$ cat config.mk
export PLATFORM = sky130hd
export DESIGN_NAME = dram_unpacker
export DESIGN_NICKNAME = d
export VERILOG_FILES = /design/src/rtl/dram_if_pkg.sv /design/src/rtl/unpack_rd_fifo.sv /design/src/rtl/dram_unpacker.sv
export SDC_FILE = /design/constraint.sdc
export NUM_CORES = 1
export LEC_CHECK = 0
export CORE_MARGIN = 10
export CORE_UTILIZATION = 52
export DETAILED_ROUTE_END_ITERATION = 8
export PLACE_DENSITY = 0.84
export SETUP_SLACK_MARGIN = 0.02
export SLEW_MARGIN = 30
export SYNTH_ARGS = -nofsm -noshare
export SYNTH_HDL_FRONTEND = slang
export SYNTH_SLANG_ARGS = --single-unit
$ cat constraint.sdc
create_clock -name clk -period 6.9 [get_ports clk]
set_clock_uncertainty 0.2 [all_clocks]
set_input_delay 1.725 -clock clk [delete_from_list [all_inputs] [get_ports clk]]
set_output_delay 1.725 -clock clk [all_outputs]
set_load 0.02 [all_outputs]
$ cat src/rtl/dram_if_pkg.sv
// Shared definitions for the capture DRAM packer/unpacker pair: lane and chunk
// geometry, the sample-number-to-address mapping and the unpacker FSM states.
package dram_if_pkg;

   typedef enum logic [1:0] {
      ST_IDLE,
      ST_REQ,
      ST_DRAIN
   } unpack_state_t;

   function automatic int pack_size(input int mem_if_width, input int sample_width);
      return mem_if_width / sample_width;
   endfunction

   function automatic int words_per_chunk(input int mem_if_width, input int memory_word_width);
      return mem_if_width / (8 * memory_word_width);
   endfunction

   // Full-width address of the chunk holding sample_num; callers truncate to their bus width.
   function automatic logic [63:0] sample_to_adx(input logic [31:0] sample_num,
                                                 input int pack, input int wpc);
      logic [63:0] chunk;
      chunk = {32'd0, sample_num / pack[31:0]};
      return chunk * {32'd0, wpc[31:0]};
   endfunction

endpackage

$ cat src/rtl/unpack_rd_fifo.sv
// Show-ahead FIFO for read-return chunks; head is the oldest entry, readable
// combinationally, and a push together with a pop on a full FIFO is accepted.
module unpack_rd_fifo #(
   parameter int WIDTH = 128,
   parameter int DEPTH = 4,
   parameter int CNT_W = $clog2(DEPTH) + 1
) (
   input  logic             clk,
   input  logic             resetn,
   input  logic             push,
   input  logic [WIDTH-1:0] push_data,
   input  logic             pop,
   output logic [WIDTH-1:0] head,
   output logic [CNT_W-1:0] count,
   output logic             empty
);

   localparam int PTR_W = $clog2(DEPTH);

   logic [WIDTH-1:0] mem [DEPTH];
   logic [PTR_W-1:0] wr_ptr_reg;
   logic [PTR_W-1:0] rd_ptr_reg;
   logic [CNT_W-1:0] count_reg;
   logic             full;
   logic             push_ok;
   logic             pop_ok;

   assign empty   = (count_reg == '0);
   assign full    = (count_reg == CNT_W'(DEPTH));
   assign push_ok = push & (~full | pop);
   assign pop_ok  = pop & ~empty;
   assign head    = mem[rd_ptr_reg];
   assign count   = count_reg;

   always_ff @(posedge clk) begin
      if (push_ok) begin
         mem[wr_ptr_reg] <= push_data;
      end
   end

   always_ff @(posedge clk or negedge resetn) begin
      if (!resetn) begin
         wr_ptr_reg <= '0;
         rd_ptr_reg <= '0;
         count_reg  <= '0;
      end else begin
         if (push_ok) begin
            wr_ptr_reg <= wr_ptr_reg + PTR_W'(1);
         end
         if (pop_ok) begin
            rd_ptr_reg <= rd_ptr_reg + PTR_W'(1);
         end
         count_reg <= count_reg + CNT_W'(push_ok) - CNT_W'(pop_ok);
      end
   end

endmodule

$ cat src/rtl/dram_unpacker.sv
// Reads stored capture chunks back from DRAM and streams them out as samples.
// Define DRAM_UNPACKER_INDEX_EN to add the sample_idx output.
module dram_unpacker
   import dram_if_pkg::*;
#(
   parameter int SAMPLE_PACKET_WIDTH = 32,
   parameter int MEM_IF_WIDTH        = 128,
   parameter int ADX_WIDTH           = 27,
   parameter int MEMORY_WORD_WIDTH   = 2,
   parameter int RD_FIFO_DEPTH       = 4
) (
   input  logic                           clk,
   input  logic                           resetn,
   input  logic                           start,
   input  logic [31:0]                    start_sample,
   input  logic [31:0]                    num_samples,
   output logic                           busy,
   output logic                           done,
   output logic [SAMPLE_PACKET_WIDTH-1:0] sample_data,
   output logic                           sample_valid,
   input  logic                           sample_ready,
   output logic [ADX_WIDTH-1:0]           dram_adx,
   output logic                           read_req,
   input  logic                           read_allowed,
   input  logic [MEM_IF_WIDTH-1:0]        dram_rd_data,
   input  logic                           dram_rd_valid
`ifdef DRAM_UNPACKER_INDEX_EN
   ,
   output logic [31:0]                    sample_idx
`endif
);

   localparam int PACK_SIZE = pack_size(MEM_IF_WIDTH, SAMPLE_PACKET_WIDTH);
   localparam int WPC       = words_per_chunk(MEM_IF_WIDTH, MEMORY_WORD_WIDTH);
   localparam int LANE_W    = (PACK_SIZE > 1) ? $clog2(PACK_SIZE) : 1;
   localparam int CNT_W     = $clog2(RD_FIFO_DEPTH) + 1;

   unpack_state_t state_reg, state_next;
   logic [ADX_WIDTH-1:0]           adx_reg, adx_next;
   logic [31:0]                    chunks_left_reg, chunks_left_next;
   logic                           done_reg, done_next;
   logic [CNT_W-1:0]               outstanding_reg;
   logic [LANE_W-1:0]              lane_reg;
   logic [31:0]                    remain_reg;
   logic [SAMPLE_PACKET_WIDTH-1:0] sample_data_reg;
   logic                           sample_valid_reg;

   logic [LANE_W-1:0]              start_lane;
   logic [33:0]                    start_span;
   logic [31:0]                    start_chunks;
   logic [ADX_WIDTH-1:0]           start_adx;
   logic                           launch;
   logic [CNT_W:0]                 in_use;
   logic                           credit_ok;
   logic                           push;
   logic                           can_load;
   logic                           last_lane;
   logic                           pop;
   logic                           last_accept;
   logic [MEM_IF_WIDTH-1:0]        fifo_head;
   logic [CNT_W-1:0]               fifo_count;
   logic                           fifo_empty;
   logic [SAMPLE_PACKET_WIDTH-1:0] lanes [PACK_SIZE];

   // Leading lanes below the offset count toward the chunks to fetch.
   assign start_lane   = LANE_W'(start_sample % PACK_SIZE);
   assign start_span   = 34'(start_lane) + 34'(num_samples) + 34'(PACK_SIZE - 1);
   assign start_chunks = 32'(start_span / 34'(PACK_SIZE));
   assign start_adx    = ADX_WIDTH'(sample_to_adx(start_sample, PACK_SIZE, WPC));
   assign launch       = (state_reg == ST_IDLE) & start;

   // Every chunk in flight or buffered holds a FIFO slot, so returns never overflow.
   assign in_use    = {1'b0, outstanding_reg} + {1'b0, fifo_count};
   assign credit_ok = in_use < (CNT_W + 1)'(RD_FIFO_DEPTH);
   assign push      = dram_rd_valid & (state_reg != ST_IDLE) & (outstanding_reg != '0);

   for (genvar gi = 0; gi < PACK_SIZE; gi++) begin : g_lane
      assign lanes[gi] = fifo_head[gi*SAMPLE_PACKET_WIDTH +: SAMPLE_PACKET_WIDTH];
   end

   assign can_load    = (~sample_valid_reg | sample_ready) & ~fifo_empty &
                        (remain_reg != '0) & (state_reg != ST_IDLE);
   assign last_lane   = (lane_reg == LANE_W'(PACK_SIZE - 1)) | (remain_reg == 32'd1);
   assign pop         = can_load & last_lane;
   assign last_accept = (state_reg == ST_DRAIN) & sample_valid_reg & sample_ready &
                        (remain_reg == '0);

   unpack_rd_fifo #(
      .WIDTH (MEM_IF_WIDTH),
      .DEPTH (RD_FIFO_DEPTH),
      .CNT_W (CNT_W)
   ) u_rd_fifo (
      .clk       (clk),
      .resetn    (resetn),
      .push      (push),
      .push_data (dram_rd_data),
      .pop       (pop),
      .head      (fifo_head),
      .count     (fifo_count),
      .empty     (fifo_empty)
   );

   always_comb begin
      state_next       = state_reg;
      adx_next         = adx_reg;
      chunks_left_next = chunks_left_reg;
      done_next        = 1'b0;
      read_req         = 1'b0;
      case (state_reg)
         ST_IDLE: begin
            if (start) begin
               if (num_samples != '0) begin
                  state_next       = ST_REQ;
                  adx_next         = start_adx;
                  chunks_left_next = start_chunks;
               end else begin
                  done_next = 1'b1;
               end
            end
         end
         ST_REQ: begin
            read_req = read_allowed & credit_ok;
            if (read_req) begin
               adx_next         = adx_reg + ADX_WIDTH'(WPC);
               chunks_left_next = chunks_left_reg - 32'd1;
               if (chunks_left_reg == 32'd1) begin
                  state_next = ST_DRAIN;
               end
            end
         end
         ST_DRAIN: begin
            if (last_accept) begin
               state_next = ST_IDLE;
               done_next  = 1'b1;
            end
         end
         default: state_next = ST_IDLE;
      endcase
   end

   always_ff @(posedge clk or negedge resetn) begin
      if (!resetn) begin
         state_reg       <= ST_IDLE;
         adx_reg         <= '0;
         chunks_left_reg <= '0;
         done_reg        <= 1'b0;
         outstanding_reg <= '0;
      end else begin
         state_reg       <= state_next;
         adx_reg         <= adx_next;
         chunks_left_reg <= chunks_left_next;
         done_reg        <= done_next;
         outstanding_reg <= outstanding_reg + CNT_W'(read_req) - CNT_W'(push);
      end
   end

   always_ff @(posedge clk or negedge resetn) begin
      if (!resetn) begin
         lane_reg         <= '0;
         remain_reg       <= '0;
         sample_data_reg  <= '0;
         sample_valid_reg <= 1'b0;
      end else if (launch) begin
         lane_reg   <= start_lane;
         remain_reg <= num_samples;
      end else if (can_load) begin
         sample_data_reg  <= lanes[lane_reg];
         sample_valid_reg <= 1'b1;
         lane_reg         <= last_lane ? '0 : lane_reg + LANE_W'(1);
         remain_reg       <= remain_reg - 32'd1;
      end else if (sample_valid_reg & sample_ready) begin
         sample_valid_reg <= 1'b0;
      end
   end

`ifdef DRAM_UNPACKER_INDEX_EN
   logic [31:0] next_idx_reg;
   logic [31:0] idx_reg;

   always_ff @(posedge clk or negedge resetn) begin
      if (!resetn) begin
         next_idx_reg <= '0;
         idx_reg      <= '0;
      end else if (launch) begin
         next_idx_reg <= start_sample;
      end else if (can_load) begin
         idx_reg      <= next_idx_reg;
         next_idx_reg <= next_idx_reg + 32'd1;
      end
   end

   assign sample_idx = idx_reg;
`endif

   assign busy         = (state_reg != ST_IDLE);
   assign done         = done_reg;
   assign dram_adx     = adx_reg;
   assign sample_data  = sample_data_reg;
   assign sample_valid = sample_valid_reg;

endmodule

==> flow_summary_export.csv <==
group,metric,value,unit
power_and_ir_drop,p_total,13600,µW
logic_synthesis,yosysTopAreaCellShare,0.561,
hold_path,hold-path-endpoint,"sample_data[0]$_DFFE_PN0P_",
setup_path,critPathMaxFanout,7,
setup_path,critPathMostFrequentCell,"clkdlybuf4s50_1",
power_and_ir_drop,p_per_area,411,nW/µm²
route,route.detailed.drc,0,
logic_synthesis,yosys_warnings,0,
grt,grtUsageMet3,0.0515,
grt,grt_overflow,0,
power_and_ir_drop,leakagePower,0.0115,µW
logic_synthesis,avgSynthCellArea,16.0,µm²
logic_synthesis,netlist_instances,1708,
job,cap_viol_max_count,0,
cts,post_cts_buffers,0,
floorplan,row_count,84,
finish,post-route-util,0.632,
sta,rsz0062_at_grt,"no",
setup_path,path_cells,"clkdlybuf4s50_1, nor4b_1, nand3_1, inv_1, clkdlybuf4s50_1",
setup_path,reg2reg_from,"remain_reg[10]$_DFFE_PN0P_",
setup_path,path_class,"input port to output pin",
grt,antenna_found_initial,14,
logic_synthesis,synth-seq-cells,648,
setup_path,r2r_cells,7,
route,drt_pass1_iterations,7,
route,via_per_inst,6.25,
logic_synthesis,synth_cell_types,77,
cts,worstSkewPairLatency,0.59,ns
floorplan,io_pins,261,
floorplan,die_width,250,µm
sta,setup_viol,0,
grt,grtUsageTotal,0.217,
grt,grt_pass1_vias,17600,
sta,slew_headroom,0.365,
logic_synthesis,yosys-top-cells-area,"edfxtp_1 (56%), mux4_2 (13%), dfrtp_1 (12%)",
floorplan,core_area,52300,µm²
finish,top_register,"u_rd_fifo.mem",
cts,postCtsHoldBufs,0,
route,wl_per_cell,25.2,µm
route,drtIter0Drc,1654,
grt,grt_max_degree,129,
route,routed_wl,68200,µm
sta,max_clock_freq,176,MHz
setup_path,startpoint_type,"input port",
power_and_ir_drop,ir_drop,309,µV
place,place.gp.congestion,0.873,
logic_synthesis,synth.most_common_cell,"edfxtp_1",
finish,largest_register_ffs,512,
place,post-dp-hpwl,41700,µm
logic_synthesis,synthFlopType,"edfxtp_1",
logic_synthesis,synth_edf_count,512,
outcome,status,"complete, no violations",
logic_synthesis,synth_area_leader_cell,"edfxtp_1",
setup_path,timing.reg2reg.setup_slack,2.73,ns
finish,nets,2177,
sta,hold_viol,0,
cts,ctsResizeCount,0,
sta,setup_tns,0,ns
logic_synthesis,synth-async-reset-ratio,0.210,
cts,tritoncts.num_buffers,68,
finish,fill_cells,3542,
hold_path,holdPathStages,2,
grt,grt-busiest-layer,"met2",
place,numPortBuffers,251,
sta,final_max_slew_viol_count,0,
cts,clk_pin_slew,0.06,ns
cts,cts-root-buf,"clkbuf_16",
finish,area_delta_synth_final,20.7,%
setup_path,crit_path_end_kind,"output pin",
floorplan,fp.dieH,250,µm
setup_path,crit_arrival,3.77,ns
floorplan,initial_utilization,0.524,
sta,tightest_slew,0.953,ns
sta,finalCritPeriodShare,0.826,
logic_synthesis,synthTopCellsByCount,"edfxtp_1 (512), nand2_1 (185), mux4_2 (160)",
route,antenna_left,0,
setup_path,worst_r2r_endpoint,"u_rd_fifo.mem[1][75]$_DFFE_PP_",
floorplan,dieArea,62300,µm²
finish,layout-drive-gt1-share,0.160,
setup_path,cpMaxStageDelayCell,"clkdlybuf4s50_1",
logic_synthesis,netlist_area,27400,µm²
cts,clock_path_buffers,3,
hold_path,hold_start,"sample_data[0]$_DFFE_PN0P_",
cts,cts_sinks,648,
grt,met1_usage,0.277,
cts,cts_max_level,3,
setup_path,critPathMaxStageDelay,0.68,ns
hold_path,hp-class,"flop to flop",
grt,grt_pass1_wl,106000,µm
sta,min_period,5.70,ns
route,num_vias,16900,
logic_synthesis,ys_seq_area_frac,0.685,
setup_path,crit_required,4.97,ns
grt,met2_usage,0.360,
cts,cts_tree,"built",
critical path: cells and delay by family:
family                 cells  cell delay (ns)
AND/OR/NAND/NOR            2             0.63
buffers and inverters      3             1.40
cells in the final DEF, fill, tap and decap left out, types with 39 or more instances in the layout:
| cell type | instances |
|---|---|
| nand3_1 | 46 |
| dfrtp_1 | 132 |
| clkbuf_16 | 72 |
| edfxtp_1 | 512 |
| a21oi_1 | 65 |
| nor2_1 | 61 |
| nor3_1 | 39 |
| clkdlybuf4s50_1 | 250 |
| nand2_1 | 183 |
| mux4_2 | 160 |
| o21ai_0 | 81 |
metal layers:
layer | vias to the layer above | routed length, µm
met2 | 848 | 34400
met1 | 8638 | 26500
met4 | 14 | 1410
met3 | 128 | 5850
li1 | 7282 | -
met5 | - | 94
cell families (layout without fill, tap and decap cells):
kind of cell	after synthesis	count (layout)	synth area share
AOI/OAI and AO/OA	250	250	0.0588
adders and majority gates	21	21	0.0104
other	1	9	0.000137
muxes	162	162	0.132
DFF	648	648	0.685
xor gates and xnor gates	36	36	0.0115
and+or+nand+nor	465	465	0.0835
buffers and inverters	125	428	0.0181
cell type report:
cell class | instances | area [µm²] | area share
clock buffers | 94 | 1940 | 0.0588
inverters | 30 | 113 | 0.00341
repair buffers | 273 | 2780 | 0.0840
multi-input cells | 937 | 8180 | 0.247
flip-flops and latches | 648 | 18800 | 0.568
clock inverters | 31 | 392 | 0.0118
well taps | 688 | 861 | 0.0260
diodes | 6 | 15.0 | 0.000454
power breakdown:
group | internal (µW) | switching, µW | total, µW
clock | 2290 | 1490 | 3770
combinational | 1910 | 2220 | 4120
sequential | 5190 | 487 | 5680
metrics by stage:
step | worst slack, ns | hold slack, ns | cells | instance area [µm²]
after detailed placement | 1.18 | 0.269 | 2575 | 30700
final | 1.20 | 0.285 | 2707 | 33100
after global routing | 0.983 | 0.310 | 2706 | 33100
after global placement | 1.23 | 0.266 | 2574 | 30700
after CTS | 1.17 | 0.286 | 2700 | 33000
after floorplan | 0.569 | 0.248 | 1710 | 27400
worst max-delay path by stage:
stage | from | to | slack (ns) | cells after the start
2_1_floorplan | sample_ready | u_rd_fifo.mem[0][0]$_DFFE_PP_ | 0.57 | 4
3_3_place_gp | read_allowed | read_req | 1.23 | 5
3_5_place_dp | read_allowed | read_req | 1.18 | 5
4_1_cts | read_allowed | read_req | 1.17 | 5
5_1_grt | read_allowed | read_req | 0.98 | 5
6_report | read_allowed | read_req | 1.20 | 5
Power figures use the tool's default switching activity.
